$ cat src/rtl/amplifier_pkg.sv
// rtl/amplifier_pkg.sv - width constants and datapath types for the programmable-gain multiplier
package amplifier_pkg;

    localparam int WR_DATA_WIDTH = 16;
    localparam int SCALER_WIDTH  = 16;
    localparam int ID_WIDTH      = 8;
    localparam int BASE_WIDTH    = 8;
    localparam int RES_WIDTH     = BASE_WIDTH + SCALER_WIDTH;
    localparam int RD_DATA_WIDTH = ID_WIDTH + RES_WIDTH;

    typedef logic [SCALER_WIDTH-1:0] scaler_t;
    typedef logic [ID_WIDTH-1:0]     id_t;
    typedef logic [BASE_WIDTH-1:0]   base_t;
    typedef logic [RES_WIDTH-1:0]    res_t;

    typedef struct packed {
        id_t  id;
        res_t res;
    } rd_word_t;

endpackage

$ cat src/rtl/amplifier_if.sv
// rtl/amplifier_if.sv - host write port and result port of the amplifier
interface amplifier_if;
    import amplifier_pkg::*;

    logic                     wr_en_i;
    logic                     set_scaler_i;
    logic [WR_DATA_WIDTH-1:0] wr_data_i;
    logic                     rd_val_o;
    logic [RD_DATA_WIDTH-1:0] rd_data_o;
    scaler_t                  scaler_o;

    modport master (
        output wr_en_i, set_scaler_i, wr_data_i,
        input  rd_val_o, rd_data_o, scaler_o
    );

    modport slave (
        input  wr_en_i, set_scaler_i, wr_data_i,
        output rd_val_o, rd_data_o, scaler_o
    );

endinterface

$ cat src/rtl/amp_mult.sv
// rtl/amp_mult.sv - combinational unsigned full-precision base x scaler product
module amp_mult
    import amplifier_pkg::*;
(
    input  base_t   base,
    input  scaler_t scaler,
    output res_t    res
);

    // Both operands widened to the result width so no product bits are lost.
    assign res = res_t'(base) * res_t'(scaler);

endmodule

$ cat src/rtl/amplifier.sv
// rtl/amplifier.sv - programmable-gain multiplier; AMP_OUT_PIPE_EN adds a second output register stage
module amplifier
    import amplifier_pkg::*;
(
    input  logic        clk_i,
    input  logic        rst_i,
    amplifier_if.slave  bus
);

    scaler_t  scaler_q;
    res_t     product;
    rd_word_t s1_data_q;
    logic     s1_val_q;
    logic     sample;
    logic     load;
    id_t      sample_id;
    base_t    sample_base;

    assign sample      = bus.wr_en_i & ~bus.set_scaler_i;
    assign load        = bus.wr_en_i &  bus.set_scaler_i;
    assign sample_id   = bus.wr_data_i[WR_DATA_WIDTH-1 -: ID_WIDTH];
    assign sample_base = bus.wr_data_i[BASE_WIDTH-1:0];

    amp_mult u_mult (
        .base   (sample_base),
        .scaler (scaler_q),
        .res    (product)
    );

    always_ff @(posedge clk_i or posedge rst_i) begin
        if (rst_i) begin
            scaler_q <= scaler_t'(1);
        end else if (load) begin
            scaler_q <= bus.wr_data_i[SCALER_WIDTH-1:0];
        end
    end

    always_ff @(posedge clk_i or posedge rst_i) begin
        if (rst_i) begin
            s1_val_q  <= 1'b0;
            s1_data_q <= '0;
        end else begin
            s1_val_q <= sample;
            if (sample) begin
                s1_data_q <= '{id: sample_id, res: product};
            end
        end
    end

`ifdef AMP_OUT_PIPE_EN
    rd_word_t s2_data_q;
    logic     s2_val_q;

    // Second stage only captures real results so rd_data_o still holds across idle cycles.
    always_ff @(posedge clk_i or posedge rst_i) begin
        if (rst_i) begin
            s2_val_q  <= 1'b0;
            s2_data_q <= '0;
        end else begin
            s2_val_q <= s1_val_q;
            if (s1_val_q) begin
                s2_data_q <= s1_data_q;
            end
        end
    end

    assign bus.rd_val_o  = s2_val_q;
    assign bus.rd_data_o = s2_data_q;
`else
    assign bus.rd_val_o  = s1_val_q;
    assign bus.rd_data_o = s1_data_q;
`endif

    assign bus.scaler_o = scaler_q;

endmodule

$ cat src/flat_wrapper.sv
// flat-port wrapper written by rule: the top's interface ports become plain ports
module amplifier_flat import amplifier_pkg::*;
  (clk_i, rst_i, bus_wr_en_i, bus_set_scaler_i, bus_wr_data_i, bus_rd_val_o, bus_rd_data_o, bus_scaler_o);
  amplifier_if bus_i ();
  input  logic clk_i;
  input  logic rst_i;
  input wire logic [$bits(bus_i.wr_en_i)-1:0] bus_wr_en_i;
  input wire logic [$bits(bus_i.set_scaler_i)-1:0] bus_set_scaler_i;
  input wire logic [$bits(bus_i.wr_data_i)-1:0] bus_wr_data_i;
  output wire logic [$bits(bus_i.rd_val_o)-1:0] bus_rd_val_o;
  output wire logic [$bits(bus_i.rd_data_o)-1:0] bus_rd_data_o;
  output wire logic [$bits(bus_i.scaler_o)-1:0] bus_scaler_o;
  assign bus_i.wr_en_i = bus_wr_en_i;
  assign bus_i.set_scaler_i = bus_set_scaler_i;
  assign bus_i.wr_data_i = bus_wr_data_i;
  assign bus_rd_val_o = bus_i.rd_val_o;
  assign bus_rd_data_o = bus_i.rd_data_o;
  assign bus_scaler_o = bus_i.scaler_o;
  amplifier u_core (.clk_i(clk_i), .rst_i(rst_i), .bus(bus_i));
endmodule
$ cat config.mk
export PLATFORM = sky130hd
export DESIGN_NAME = amplifier_flat
export DESIGN_NICKNAME = d
export VERILOG_FILES = /design/src/rtl/amplifier_pkg.sv /design/src/rtl/amplifier_if.sv /design/src/rtl/amp_mult.sv /design/src/rtl/amplifier.sv /design/src/flat_wrapper.sv
export SDC_FILE = /design/constraint.sdc
export NUM_CORES = 1
export LEC_CHECK = 0
export CAP_MARGIN = 20
export CORE_MARGIN = 10
export CORE_UTILIZATION = 50
export DETAILED_ROUTE_END_ITERATION = 8
export DONT_BUFFER_PORTS = 1
export PLACE_DENSITY = 0.7
export SLEW_MARGIN = 30
export SYNTH_ARGS = -nofsm -noshare
export SYNTH_HDL_FRONTEND = slang
export SYNTH_SLANG_ARGS = --single-unit
export TNS_END_PERCENT = 50
$ cat constraint.sdc
create_clock -name clk_i -period 5.8 [get_ports clk_i]
set_input_delay 0.87 -clock clk_i [delete_from_list [all_inputs] [get_ports clk_i]]
set_output_delay 0.87 -clock clk_i [all_outputs]
set_load 0.01 [all_outputs]
# Yosys cells after proc, flatten, opt, wreduce, memory -nomap -nowiden
# Cells that the tools add are included.
# classes
multipliers,1
n_bitwise,3
# op_table
cell,n
$mul A8 B16 Y24,1
$and A1 B1 Y1,2
$not A1 Y1,1
# word_totals
reg_bits,49
output_inout_bits,49
elab_cells,8

# Longest topological paths before layout
# Gate-level depths: netlist of run 1.
# logic_depth
ltp_word,2
depth_mapped,18
depth_no_buf,16

# Cells and area by module
# Synthesis of run 1 repeated with hierarchy kept, for this count alone.
# hier_totals
cells_unflattened,594
hier_area_um2,6159.7
# by_module_without_submodules
module,n_inst,cells_each,area_per_inst_um2,seq_area_each_um2
amp_mult,1,489,4176.5,0.0
amplifier,1,105,1983.2,1227.4

# Least setup slack after synthesis of run 1
# No wires, ideal clock.
# synth_path
kind,input-to-reg
from,input port bus_wr_data_i[3]
to,"register u_core.s1_data_q, in the netlist u_core.bus.rd_data_o[21]"
arrival_time_ps,4729
required_ps,5668
setup_slack_ps,939
stages,16
path_buffers,2
cell_sequence,clkbuf_1 and2_1 fa_1 fa_1 fa_1 inv_1 fa_1 inv_1 ha_1 clkbuf_1 and3_1 and3_1 a221oi_1 o31ai_1 xnor2_1 o21ai_1
# synth_between
elab_chain_cells,1
# synth_rtl
item,line,rtl
start: declaration,flat_wrapper.sv:9,input wire logic [$bits(bus_i.wr_data_i)-1:0] bus_wr_data_i;
$mul A8 B16 Y24,amp_mult.sv:11,assign res = res_t'(base) * res_t'(scaler);
end signal: assignment,amplifier.sv:45,"s1_data_q <= '{id: sample_id, res: product};"
end: declaration,amplifier.sv:12,rd_word_t s1_data_q;
# No other way between the ends.
# A chain may end at the register's enable or synchronous reset.

# Final worst setup path of run 1
# layout_path
from,register u_core.scaler_q[8] (netlist: u_core.bus.scaler_o[8])
to,"register u_core.s1_data_q, in the netlist u_core.bus.rd_data_o[17]"
# layout_between
elab_chain_cells,1
# layout_rtl
item,line,rtl
start: declaration,amplifier.sv:10,scaler_t scaler_q;
start signal: assignment,amplifier.sv:32,scaler_q <= scaler_t'(1);
start signal: assignment,amplifier.sv:34,scaler_q <= bus.wr_data_i[SCALER_WIDTH-1:0];
$mul A8 B16 Y24,amp_mult.sv:11,
# No other way between the ends.

==> out/results.txt, run 1 <==
The flow ran to the end, and the final reports show no timing, DRC or antenna violations. Counting the fill cells in the layout gives 1,061. For this run the aggregate overflow at the end of global routing stands at 0. The critical path is of the reg -> reg type.

The worst path meets setup with 0.9849 ns of slack. Ranked by total cell area, the synthesized netlist is headed by sky130_fd_sc_hd__fa_1, sky130_fd_sc_hd__dfrtp_1, sky130_fd_sc_hd__and2_1, sky130_fd_sc_hd__ha_1, sky130_fd_sc_hd__inv_1. The kind of cell with the highest combined delay along the critical path is adder cells. The fraction of power consumed by sequential logic came out at 15.5%. Number of nets in the synthesized netlist: 792. Buffers inserted to repair hold after CTS numbered 0. The tree built by TritonCTS fans out to 49 sinks. For this run, the detailed router's first-pass iteration total came to 4. The H-tree generated during clock tree synthesis spans 2 levels.

The logs give 5 for the number of buffers created by CTS and 0.4095 mV for the maximum vdd ir drop. The fraction of layout instances using a drive strength above 1 came out at 5.705%. The power density relative to cell area was 629.0 mW/mm².

The number of buffers added for setup after CTS was 0. Setup repair after global routing left no endpoint under its margin. At the placement stage, the worst setup path has a slack of 0.7945 ns. The fraction of the cycle the final worst path needs was 83.02%.

The horizontal extent of the die was 129.6 µm. The synthesized design contains 49 register bits. In this run, distinct cell masters in the synthesized netlist total 49. Summed over all nets, the half-perimeter wirelength after detailed placement is 11.11 mm. The area occupied by registers is 0.001227 mm², and the die outline area is 0.01680 mm². No sink is reached through more buffers than the 2 on the longest clock path. The cell area after layout was 0.006280 mm².

The maximum net fanout on the critical path is 10. The logs give 0.006008 mm² for the synthesized cell area and 25.00 mm for the first-pass GRT wire length. Final count of pins violating max slew: 0. Measured along the y axis, the die boundary spans 129.6 µm. The number of buffers and inverters on the critical path is 2.

For the pin with the worst max-slew slack, the measured transition is 0.8514 ns. The run gives 5.04 ns as the data arrival time of the worst path. Summed over all failing endpoints, the final setup total negative slack is 0 ns.

Derived from the worst setup path, the maximum achievable clock frequency is 0.2077 GHz. The smallest clock period supported by the final layout is computed as 4.815 ns. The final setup violation count is 0. Synthesis handed over a netlist of 644 instances. The multi-input combinational cell area is 0.004320 mm², and the average vias per placed instance is 5.663. The net switching power is 0.002047 W. The setup clock skew after layout is 0.004470 ns, and the amount of wire on met2 after detailed routing is 7.589 mm. Dividing the detail-routed wire length by the instance count gives 18.64 µm. The logs give 4,939 for the number of global-route vias before repair and 6.03 ns for the required time of the critical path. From synthesis to final layout, the design area changed by 4.519%. The tools report the detailed-route wire length as 14.43 mm. Highest signal layer in the routed design: met4. Starting density of the core: 51.73%.

The tightest min-delay check is of the in -> async type. The total power came out at 0.003950 W. Category of the worst setup path launch point: a register. In this run the static leakage power is 3.118 nW. The routed layout has 4,383 vias. Summing the sequential cell areas from Yosys gives 20.43% of the chip area.

The tree is rooted in a sky130_fd_sc_hd__clkbuf_16. Total of warnings raised by yosys: 0. After synthesis, the mean cell area works out to 9.330 µm².

Final hold violation count: 0. The logs give 0.8609 for the routability congestion estimate and 0.31 ns for the insertion delay of the later-clocked pin in the worst-skew pair. The detailed router finished its first iteration with 305 violations.

TritonCTS built the clock tree. The run gives 0 as the total DRC errors in the routed layout. Final antenna-violating net count: 0.

The pin count of the biggest net entering global routing was 57. The overall routing resource usage came out at 18.84%. Traced cell by cell, the critical path runs through and2_1 -> fa_1 -> fa_1 -> fa_1 -> inv_1 -> fa_1 -> inv_1 -> ha_1 -> a21o_2 -> o31ai_2 -> o21bai_1 -> a211o_1 -> o211ai_1. The area share of the largest cell type after synthesis was 27.99%; the wire length on met3 was 901 µm. Hold is met by 0.5236 ns.

Input and output buffers added on the ports amount to 0. Pin placement for this block handled 69 I/O pins. The share of total power in the clock network came out at 8.6%.

The met1 layer wirelength in the final routing was 5.582 mm. The run gives 0 as the number of antenna violations at the first check in global routing. In this run switching power makes up 51.81% of total power. The run gives 0.01161 mm² as the core region area. The combinational group share of total power was 75.8%; the highest cell delay on the worst timing path was 0.56 ns. The internal portion of the total power is 0.001904 W. Standard cell area after detailed placement: 0.006116 mm². Summed over all instances, the cell type with the most area after synthesis is sky130_fd_sc_hd__fa_1.

The worst pin sits at a relative slew slack of 43.18%. The capturing element type of the critical path was a register. Clock-pin slew was measured on the worst setup and hold paths at 0.07 ns.

In this run the core area contains 39 standard-cell rows. The number of antenna diodes in the final layout is 0. The max capacitance violation total came out at 0. Number of gates given a new drive strength after cts: 0.

Library cell appearing most often on the critical path: sky130_fd_sc_hd__fa_1. For this run, the post-layout net count is 778. The cell at the slowest stage of the critical path was sky130_fd_sc_hd__dfrtp_1.
[layout make-up]
type,count,area share (%)
sequential,49,19.55
tap,143,2.849
inverter,101,6.077
timing repair buffer,1,0.1195
clock inverter,2,0.5579
clock buffer,6,2.052
multi-input combinational,472,68.80
[registers in the layout, summed over array words and instances, names as in the netlist]
register / cells
u_core.bus.rd_data_o: 32
u_core.bus.scaler_o: 16
u_core.bus.rd_val_o: 1
[cells by family (layout without fill, tap and decap cells)]
logic type      Yosys count  after routing  synth area share, %
simple gates            234            234                20.37
fa+ha+maj               128            128                37.15
buf+inv                 123            110                7.705
compound gates           79             79                9.142
flops                    49             49                20.43
mux                      17             17                3.165
xor+xnor                 14             14                2.041
[worst register-to-register path: cells and delay by family (launching register included)]
family	cells	cell delay [ns]
compound gates	5	1.38
fa+ha+maj	5	2.39
buf+inv	2	0.10
flops	1	0.56
simple gates	1	0.29
[worst paths after layout]
check / from / end / slack [ns] / cells after the start
min in group clk_i: u_core.bus.rd_data_o[0] / u_core.bus.rd_data_o[0] / 0.55 / 2
hold / removal: rst_i / u_core.bus.rd_data_o[12] / 0.52 / 1
setup / recovery: u_core.bus.scaler_o[8] / u_core.bus.rd_data_o[17] / 0.98 / 13
max in group asynchronous: rst_i / u_core.bus.scaler_o[10] / 4.87 / 1
setup reg to reg: u_core.bus.scaler_o[8] / u_core.bus.rd_data_o[17] / 0.98 / 13
hold reg to reg: u_core.bus.rd_data_o[0] / u_core.bus.rd_data_o[0] / 0.55 / 2
[power by group through the flow]
stage	clock network [W]	registers, W	logic [W]
final	0.000342	0.000612	0.00300
after global routing	0.000365	0.000634	0.00343
after CTS	0.000352	0.000621	0.00303
after detailed placement	0	0.000628	0.00301
after global placement	0	0.000628	0.00294
after floorplan	0	0.000564	0.00241
[synthesized netlist by cell type, drive strengths merged]
cell / instances
buf: 1
clkbuf: 21
o31ai: 3
o211ai: 4
mux2: 16
nand3b: 2
nand4: 2
nand2: 90
o2111ai: 2
a21boi: 2
xnor2: 5
fa: 84
dfstp: 1
and4: 2
and3: 4
o21ai: 22
a21oi: 15
nor3: 3
nor4: 1
nor2: 12
o21bai: 3
ha: 44
xor2: 9
nor2b: 1
nand3: 8
a22oi: 2
inv: 101
a21o: 7
a221oi: 2
a211oi: 3
dfrtp: 48
nor3b: 1
mux2i: 1
o31a: 2
o21a: 3
a211o: 4
a31oi: 5
nand2b: 3
and2: 103
or4: 2
[cells in the final DEF (no fill, tap or decap), types with 7 or more instances in the layout]
master and count:
sky130_fd_sc_hd__a21oi_1 15, sky130_fd_sc_hd__and2_1 103, sky130_fd_sc_hd__dfrtp_1 48, sky130_fd_sc_hd__fa_1 84, sky130_fd_sc_hd__ha_1 44, sky130_fd_sc_hd__inv_1 100, sky130_fd_sc_hd__mux2_2 16, sky130_fd_sc_hd__nand2_1 90
sky130_fd_sc_hd__nand3_1 7, sky130_fd_sc_hd__nor2_1 12, sky130_fd_sc_hd__o21ai_0 21, sky130_fd_sc_hd__xor2_1 9
[layer usage]
metal  vias to the layer above  global-route usage [%]
met4                         0                   6.415
met3                        26                   4.894
met1                      2247                   21.40
met2                       110                   33.64
li1                       2000                       -
met5                         -                       0
[metrics by stage]
stage               util (%)  cells
global route           54.07    774
global placement       52.64    766
CTS                    54.07    774
detailed placement     52.66    766
finish                 54.07    774
floorplan                  -    644
No activity file was read; power rests on OpenSTA's default activity.
==> run 2: changes to the inputs <==
clock period = 4.8 ns   (was 5.8 ns; I/O delays follow)
==> out/results.txt, run 2 (synthesized netlist as in run 1, its figures left out) <==
The flow ran to the end, and the final reports show no timing, DRC or antenna violations. The maximum count of clock buffers along a single path is 2 (unchanged). The count of inserted antenna diode cells came out at 0 (unchanged). For the leakage power total, the log shows 3.196 nW (+2.5%). The most common cell after layout, fill and taps aside was sky130_fd_sc_hd__and2_1. The worst hold path belongs to the class in -> async. The layout overhead on the synthesized area was 6.789%; the total grt overflow was 0 (unchanged). Final antenna-violating net count: 0 (unchanged). The max capacitance violation total was 0 (unchanged); the number of buffers created by CTS was 5 (unchanged).

For the detailed-route wire length, the log shows 14.64 mm (+1.5%). The switching fraction of total power works out to 50.57% (-1.2 points). The placement row count is 39 (unchanged), and the number of global-route vias before repair is 4,991 (+1.1%). The worst slack after detailed placement is 0.03865 ns (-0.7558 ns), and the fraction of power consumed by sequential logic is 14.1% (-1.4 points). The startpoint identified for the worst register-to-register timing path is u_core.bus.scaler_o[8]. The length of the first detailed-routing pass in iterations came out at 5 (+1).

The total clock sinks is 49 (unchanged), and the length in cells of the worst reg-to-reg path is 14 (+1). The total power was 0.005112 W (+29%). Clock transition time at the flip-flop clock pins of the worst setup and hold paths: 0.07 ns (about the same).

The run gives 0.17 ns (-0.82 ns) as the reg-to-reg setup timing slack. For the starting density of the core, the log shows 51.73% (unchanged). The worst register-to-register path ends at u_core.bus.rd_data_o[20]. For the final count of pins violating max slew, the log shows 0 (unchanged). The deepest level of the CTS H-tree was 2 (unchanged). The cell sitting at the root of the clock tree is a sky130_fd_sc_hd__clkbuf_16. The run gives 44.65% (+1.5 points) as the relative slew slack. The worst slack on hold paths is 0.3832 ns (-0.1404 ns), and the fraction of the cycle the final worst path needs is 96.53% (+14 points).

The run gives 0 (unchanged) as the final setup violation count. The number of buffers added for setup after CTS came out at 0 (unchanged). The combinational group share of total power was 78.6% (+2.8 points); the number of gates given a new drive strength after cts was 0 (unchanged). The number of antenna violations at the first check in global routing was 0 (unchanged); the final hold violation count was 0 (unchanged).

Setup clock skew after layout: 0.005219 ns (+0.0007495 ns). The number of flip-flops under the largest register name works out to 32 (unchanged). The mean routed wirelength per cell was 18.46 µm (-0.94%). The internal power summed over all cells came out at 0.002527 W (+33%). Post-route non-filler standard cell count: 793 (+2.5%). The number of top-level pins is 69 (unchanged), and the die outline area is 0.01680 mm² (unchanged). The number of input and output port buffers inserted came out at 0 (unchanged). Number of buffers added to fix hold violations after cts: 0 (unchanged). The final critical-path required period came out at 4.633 ns (-0.1817 ns). The smallest setup slack after layout is 0.1666 ns (-0.8183 ns). The power density relative to cell area works out to 796.7 mW/mm² (+27%).

The logs give 797 (+2.4%) for the total number of nets in the final design and 4,454 (+1.6%) for the total number of vias. The detailed router's first-iteration violation count is 224 (-27%). The horizontal extent of the die was 129.6 µm (unchanged).

The die span in y was 129.6 µm (unchanged); the first-pass GRT wire length was 24.97 mm (-0.11%). The logs give 785 (+2.5%) for the cell count after placement and 7.3% (-1.3 points) for the share of total power in the clock network. TritonCTS built the clock tree.

The net switching power is 0.002585 W (+26%), and the average vias per placed instance is 5.617 (-0.81%). For the post-DP HPWL, the log shows 11.44 mm (+3.0%). STA classifies the critical path startpoint as a register. Insertion delay of the later-clocked pin in the worst-skew pair: 0.30 ns (about the same). The routability congestion estimate was 0.8385 (-2.6%). The top cell types in the final layout, fill and taps aside, are sky130_fd_sc_hd__and2_1, sky130_fd_sc_hd__inv_1, sky130_fd_sc_hd__nand2_1, sky130_fd_sc_hd__fa_1, sky130_fd_sc_hd__ha_1.

Capturing element type of the critical path: a register. The logs give 57 (unchanged) for the pin count of the biggest net entering global routing and 55.25% (+1.2 points) for the core utilization of the finished layout. The kind of critical path is reg -> reg. The tools report the data arrival time of the worst path as 4.87 ns (-0.17 ns). The required time of the critical path was 5.04 ns (-0.99 ns).

The maximum net fanout on the critical path is 10 (unchanged), and the maximum vdd ir drop is 0.4836 mV (+18%). The tools report the overall routing resource usage as 18.77% (-0.073 points). The tools report the core region area as 0.01161 mm² (unchanged). The fmax was 0.2158 GHz (+3.9%); the total DRC errors in the routed layout was 0 (unchanged). The slew of the pin with the lowest slew margin was 0.8294 ns (-0.02195 ns); the fraction of layout instances using a drive strength above 1 was 9.231% (+3.5 points).
[run 2: cell count changes in the layout (fill, tap and decap cells not counted)]
cell                        before  now
sky130_fd_sc_hd__o21ai_1         1    2
sky130_fd_sc_hd__o31ai_2         1    0
sky130_fd_sc_hd__dfrtp_1        48   43
sky130_fd_sc_hd__dfrtp_2         0    5
sky130_fd_sc_hd__o21ai_0        21   20
sky130_fd_sc_hd__buf_4           1   20
sky130_fd_sc_hd__o31ai_4         0    1
sky130_fd_sc_hd__bufinv_16       1    0
sky130_fd_sc_hd__inv_6           0    1
[run 2: worst max path at each step]
| stage | startpoint | end | slack (ns) | depth (start not counted) |
|---|---|---|---|---|
| after floorplan | bus_wr_data_i[3] | u_core.bus.rd_data_o[21] | 0.09 | 16 |
| after global placement | bus_wr_data_i[7] | u_core.bus.rd_data_o[16] | 0.13 | 13 |
| after detailed placement | bus_wr_data_i[2] | u_core.bus.rd_data_o[17] | 0.04 | 13 |
| after CTS | u_core.bus.scaler_o[8] | u_core.bus.rd_data_o[20] | 0.09 | 14 |
| after global routing | u_core.bus.scaler_o[8] | u_core.bus.rd_data_o[18] | -0.003 | 14 |
| final | u_core.bus.scaler_o[8] | u_core.bus.rd_data_o[20] | 0.17 | 14 |
[run 2: through the flow]
step | setup TNS, ns | area, µm²
after CTS | 0 | 6401
after global placement | 0 | 6256
after global routing | -0.002925 | 6416
after floorplan | 0 | 6008
after detailed placement | 0 | 6259
final | 0 | 6416
[run 2: cell type report]
type	instances	area, µm²
fillers	1092	5197
clock buffers	6	128.9
inverters	101	381.6
flip-flops and latches	49	1234
clock inverters	2	13.76
well taps	143	178.9
repair buffers	20	150.1
multi-input cells	472	4329
[run 2: power groups by stage]
stage / registers, W / logic [W] / clock network [W]
6_report: 0.000719 / 0.00402 / 0.000374
5_1_grt: 0.000743 / 0.00460 / 0.000396
4_1_cts: 0.000727 / 0.00402 / 0.000379
3_5_place_dp: 0.000734 / 0.00400 / 0
3_3_place_gp: 0.000734 / 0.00394 / 0
2_1_floorplan: 0.000682 / 0.00291 / 0
[run 2: routing by layer]
layer	track usage [%]	wire (µm)
met3	4.731	874
met5	0	0
met2	34.94	7783
met4	5.952	350
met1	20.38	5631
[run 2: critical path: stages (launching register included)]
cell and delay (ns):
sky130_fd_sc_hd__dfrtp_2 0.51, sky130_fd_sc_hd__and2_1 0.22, sky130_fd_sc_hd__fa_1 0.52, sky130_fd_sc_hd__fa_1 0.51, sky130_fd_sc_hd__fa_1 0.51, sky130_fd_sc_hd__inv_1 0.05, sky130_fd_sc_hd__fa_1 0.48, sky130_fd_sc_hd__inv_1 0.05
sky130_fd_sc_hd__ha_1 0.36, sky130_fd_sc_hd__and3_4 0.24, sky130_fd_sc_hd__nand3_4 0.08, sky130_fd_sc_hd__o211ai_4 0.24, sky130_fd_sc_hd__nand2_1 0.15, sky130_fd_sc_hd__or4_1 0.51, sky130_fd_sc_hd__nand3_1 0.12
==> run 3: changes to the inputs <==
SKIP_LAST_GASP = 1   (was default)
SLEW_MARGIN = default   (was 30)
==> out/results.txt, run 3 (synthesized netlist as in run 1, its figures left out) <==
The combinational group share of total power came out at 78.7% (about the same). The starting density of the core was 51.73% (unchanged). The run gives 39 (unchanged) as the placement row count. In this run the clock root is driven by a sky130_fd_sc_hd__clkbuf_16. The horizontal extent of the die was 129.6 µm (unchanged); the number of antenna violations at the first check in global routing was 0 (unchanged).

The run gives 0 (unchanged) as the count of inserted antenna diode cells. The routability congestion estimate was 0.8385 (unchanged); the cell area after layout was 0.006434 mm² (+0.27%). The mean routed wirelength per cell was 18.49 µm (+0.17%). Number of buffers added to fix hold violations after cts: 0 (unchanged). The final setup violation count is 0 (unchanged), and the number of flip-flops under the largest register name is 32 (unchanged). The detailed router's first-iteration violation count was 246 (+9.8%). The total clock sinks was 49 (unchanged).

Worst hold-check path type: in -> async. The total number of nets in the final design was 798 (+0.13%). Endpoint of the worst setup timing path: u_core.bus.rd_data_o[20].

Final count of pins violating max slew: 0 (unchanged). The data arrival time of the worst path was 4.87 ns (about the same); the die outline area was 0.01680 mm² (unchanged). The pin count of the biggest net entering global routing is 57 (unchanged), and the number of input and output port buffers inserted is 0 (unchanged). The run gives 0.03865 ns (unchanged) as the worst slack after detailed placement. The first-pass GRT wire length is 24.97 mm (unchanged), and the number of buffers added for setup after CTS is 0 (unchanged). The overall routing resource usage came out at 18.77% (unchanged). For the total number of vias, the log shows 4,441 (-0.29%). The fraction of the cycle the final worst path needs was 96.47% (about the same).

The power density relative to cell area was 795.3 mW/mm² (-0.17%); the layout overhead on the synthesized area was 7.080%. The average vias per placed instance is 5.593 (-0.42%), and the internal power summed over all cells is 0.002529 W (+0.10%). Fraction of layout instances using a drive strength above 1: 9.370% (+0.14 points).

The reg-to-reg startpoint was u_core.bus.scaler_o[8]. The total grt overflow is 0 (unchanged). The tools report the net switching power as 0.002587 W (about the same). The number of gates given a new drive strength after cts was 0 (unchanged); the number of buffers created by CTS was 5 (unchanged). Max capacitance violation total: 0 (unchanged). By startpoint and endpoint, the worst setup path is classified as reg -> reg. The detailed-route wire length is 14.68 mm (+0.29%), and the length of the first detailed-routing pass in iterations is 4 (-1).

The top cell types in the final layout, fill and taps aside, are sky130_fd_sc_hd__and2_1, sky130_fd_sc_hd__inv_1, sky130_fd_sc_hd__nand2_1, sky130_fd_sc_hd__fa_1, sky130_fd_sc_hd__ha_1. The maximum net fanout on the critical path is 10 (unchanged). The core region area is 0.01161 mm² (unchanged), and the relative slew slack is 44.81% (+0.17 points). The worst setup path is captured at a register. For the number of global-route vias before repair, the log shows 4,991 (unchanged). The insertion delay of the later-clocked pin in the worst-skew pair is 0.30 ns (about the same), and the setup clock skew after layout is 0.005462 ns (+0.0002432 ns). The run gives 0.2159 GHz (about the same) as the fmax. For the smallest setup slack after layout, the log shows 0.1692 ns (+0.002630 ns).

The run finished with clean final reports. Post-DP HPWL: 11.44 mm (about the same). The final antenna-violating net count came out at 0 (unchanged). The final hold violation count was 0 (unchanged); the die span in y was 129.6 µm (unchanged). The tools report the leakage power total as 3.205 nW (+0.29%).

The run gives 0.4830 mV (-0.14%) as the maximum vdd ir drop. For the standard cell area after detailed placement, the log shows 0.006256 mm² (about the same). For the deepest level of the CTS H-tree, the log shows 2 (unchanged).

STA classifies the critical path startpoint as a register. The logs give 0.17 ns (about the same) for the reg-to-reg setup timing slack and 5.04 ns (about the same) for the required time of the critical path. TritonCTS built the clock tree. The final critical-path required period is 4.631 ns (-0.002630 ns), and the total DRC errors in the routed layout is 0 (unchanged). The beginning of the critical path was u_core.bus.scaler_o[8]. The most common cell after layout, fill and taps aside is sky130_fd_sc_hd__and2_1.

The clock transition time at the flip-flop clock pins of the worst setup and hold paths works out to 0.07 ns (about the same). The slew of the pin with the lowest slew margin was 0.8269 ns (-0.002474 ns); the switching fraction of total power was 50.57% (about the same). The end of the worst register-to-register path was u_core.bus.rd_data_o[20]. The length in cells of the worst reg-to-reg path was 14 (unchanged). The number of top-level pins was 69 (unchanged); the maximum count of clock buffers along a single path was 2 (unchanged). The total power was 0.005117 W (about the same).

The fraction of power consumed by sequential logic was 14.0% (about the same). The share of total power in the clock network is 7.3% (about the same).
-- run 3: changes by cell type in the layout (fill, tap and decap cells not counted) --
cell and delta:
sky130_fd_sc_hd__inv_4 -1, sky130_fd_sc_hd__buf_12 +1, sky130_fd_sc_hd__inv_2 +1
-- run 3: layout make-up --
type	instances	area, µm²
Clock buffer	6	128.9
Tap cell	143	178.9
Fill cell	1090	5180
Clock inverter	2	13.76
Sequential cell	49	1234
Multi-Input combinational cell	472	4329
Inverter	101	379.1
Timing Repair Buffer	21	170.2
-- run 3: worst min path at each step --
stage,from,endpoint,slack [ns],depth (start not counted)
after floorplan,u_core.bus.rd_data_o[0],u_core.bus.rd_data_o[0],0.51,2
after global placement,u_core.bus.rd_data_o[0],u_core.bus.rd_data_o[0],0.54,2
after global routing,rst_i,u_core.bus.rd_data_o[10],0.36,1
after detailed placement,u_core.bus.rd_data_o[1],u_core.bus.rd_data_o[1],0.54,2
final,rst_i,u_core.bus.rd_data_o[10],0.33,1
after CTS,bus_wr_data_i[13],u_core.bus.rd_data_o[29],0.51,2
-- run 3: power by group through the flow --
stage          registers, W  logic (W)  clock network [W]
3_3_place_gp       0.000734    0.00394                  0
3_5_place_dp       0.000734    0.00400                  0
4_1_cts            0.000727    0.00402           0.000379
5_1_grt            0.000743    0.00460           0.000396
2_1_floorplan      0.000682    0.00291                  0
6_report           0.000719    0.00402           0.000373
-- run 3: layer usage --
layer / up-vias / share of wire, % / track usage (%)
met3: 25 / 6.3 / 4.731
met1: 2265 / 38 / 20.38
met5: - / 0 / 0
met4: 0 / 2.4 / 5.952
met2: 110 / 53 / 34.94
li1: 2041 / - / -
-- run 3: worst max-delay path: stages, from the launching register on --
cell and delay, ns:
sky130_fd_sc_hd__dfrtp_2 0.51, sky130_fd_sc_hd__and2_1 0.22, sky130_fd_sc_hd__fa_1 0.52, sky130_fd_sc_hd__fa_1 0.51, sky130_fd_sc_hd__fa_1 0.51, sky130_fd_sc_hd__inv_1 0.05
sky130_fd_sc_hd__fa_1 0.48, sky130_fd_sc_hd__inv_1 0.05, sky130_fd_sc_hd__ha_1 0.37, sky130_fd_sc_hd__and3_4 0.24, sky130_fd_sc_hd__nand3_4 0.08, sky130_fd_sc_hd__o211ai_4 0.24
sky130_fd_sc_hd__nand2_1 0.15, sky130_fd_sc_hd__or4_1 0.51, sky130_fd_sc_hd__nand3_1 0.12
-- run 3: metrics by stage --
stage	setup TNS, ns	util, %	std cells	hold WS, ns
after global placement	0	53.87	785	0.5379
after floorplan	0	-	644	0.5070
after detailed placement	0	53.87	785	0.5431
after CTS	0	55.10	793	0.5146
final	0	55.40	794	0.3259
after global routing	-0.002925	55.40	794	0.3586
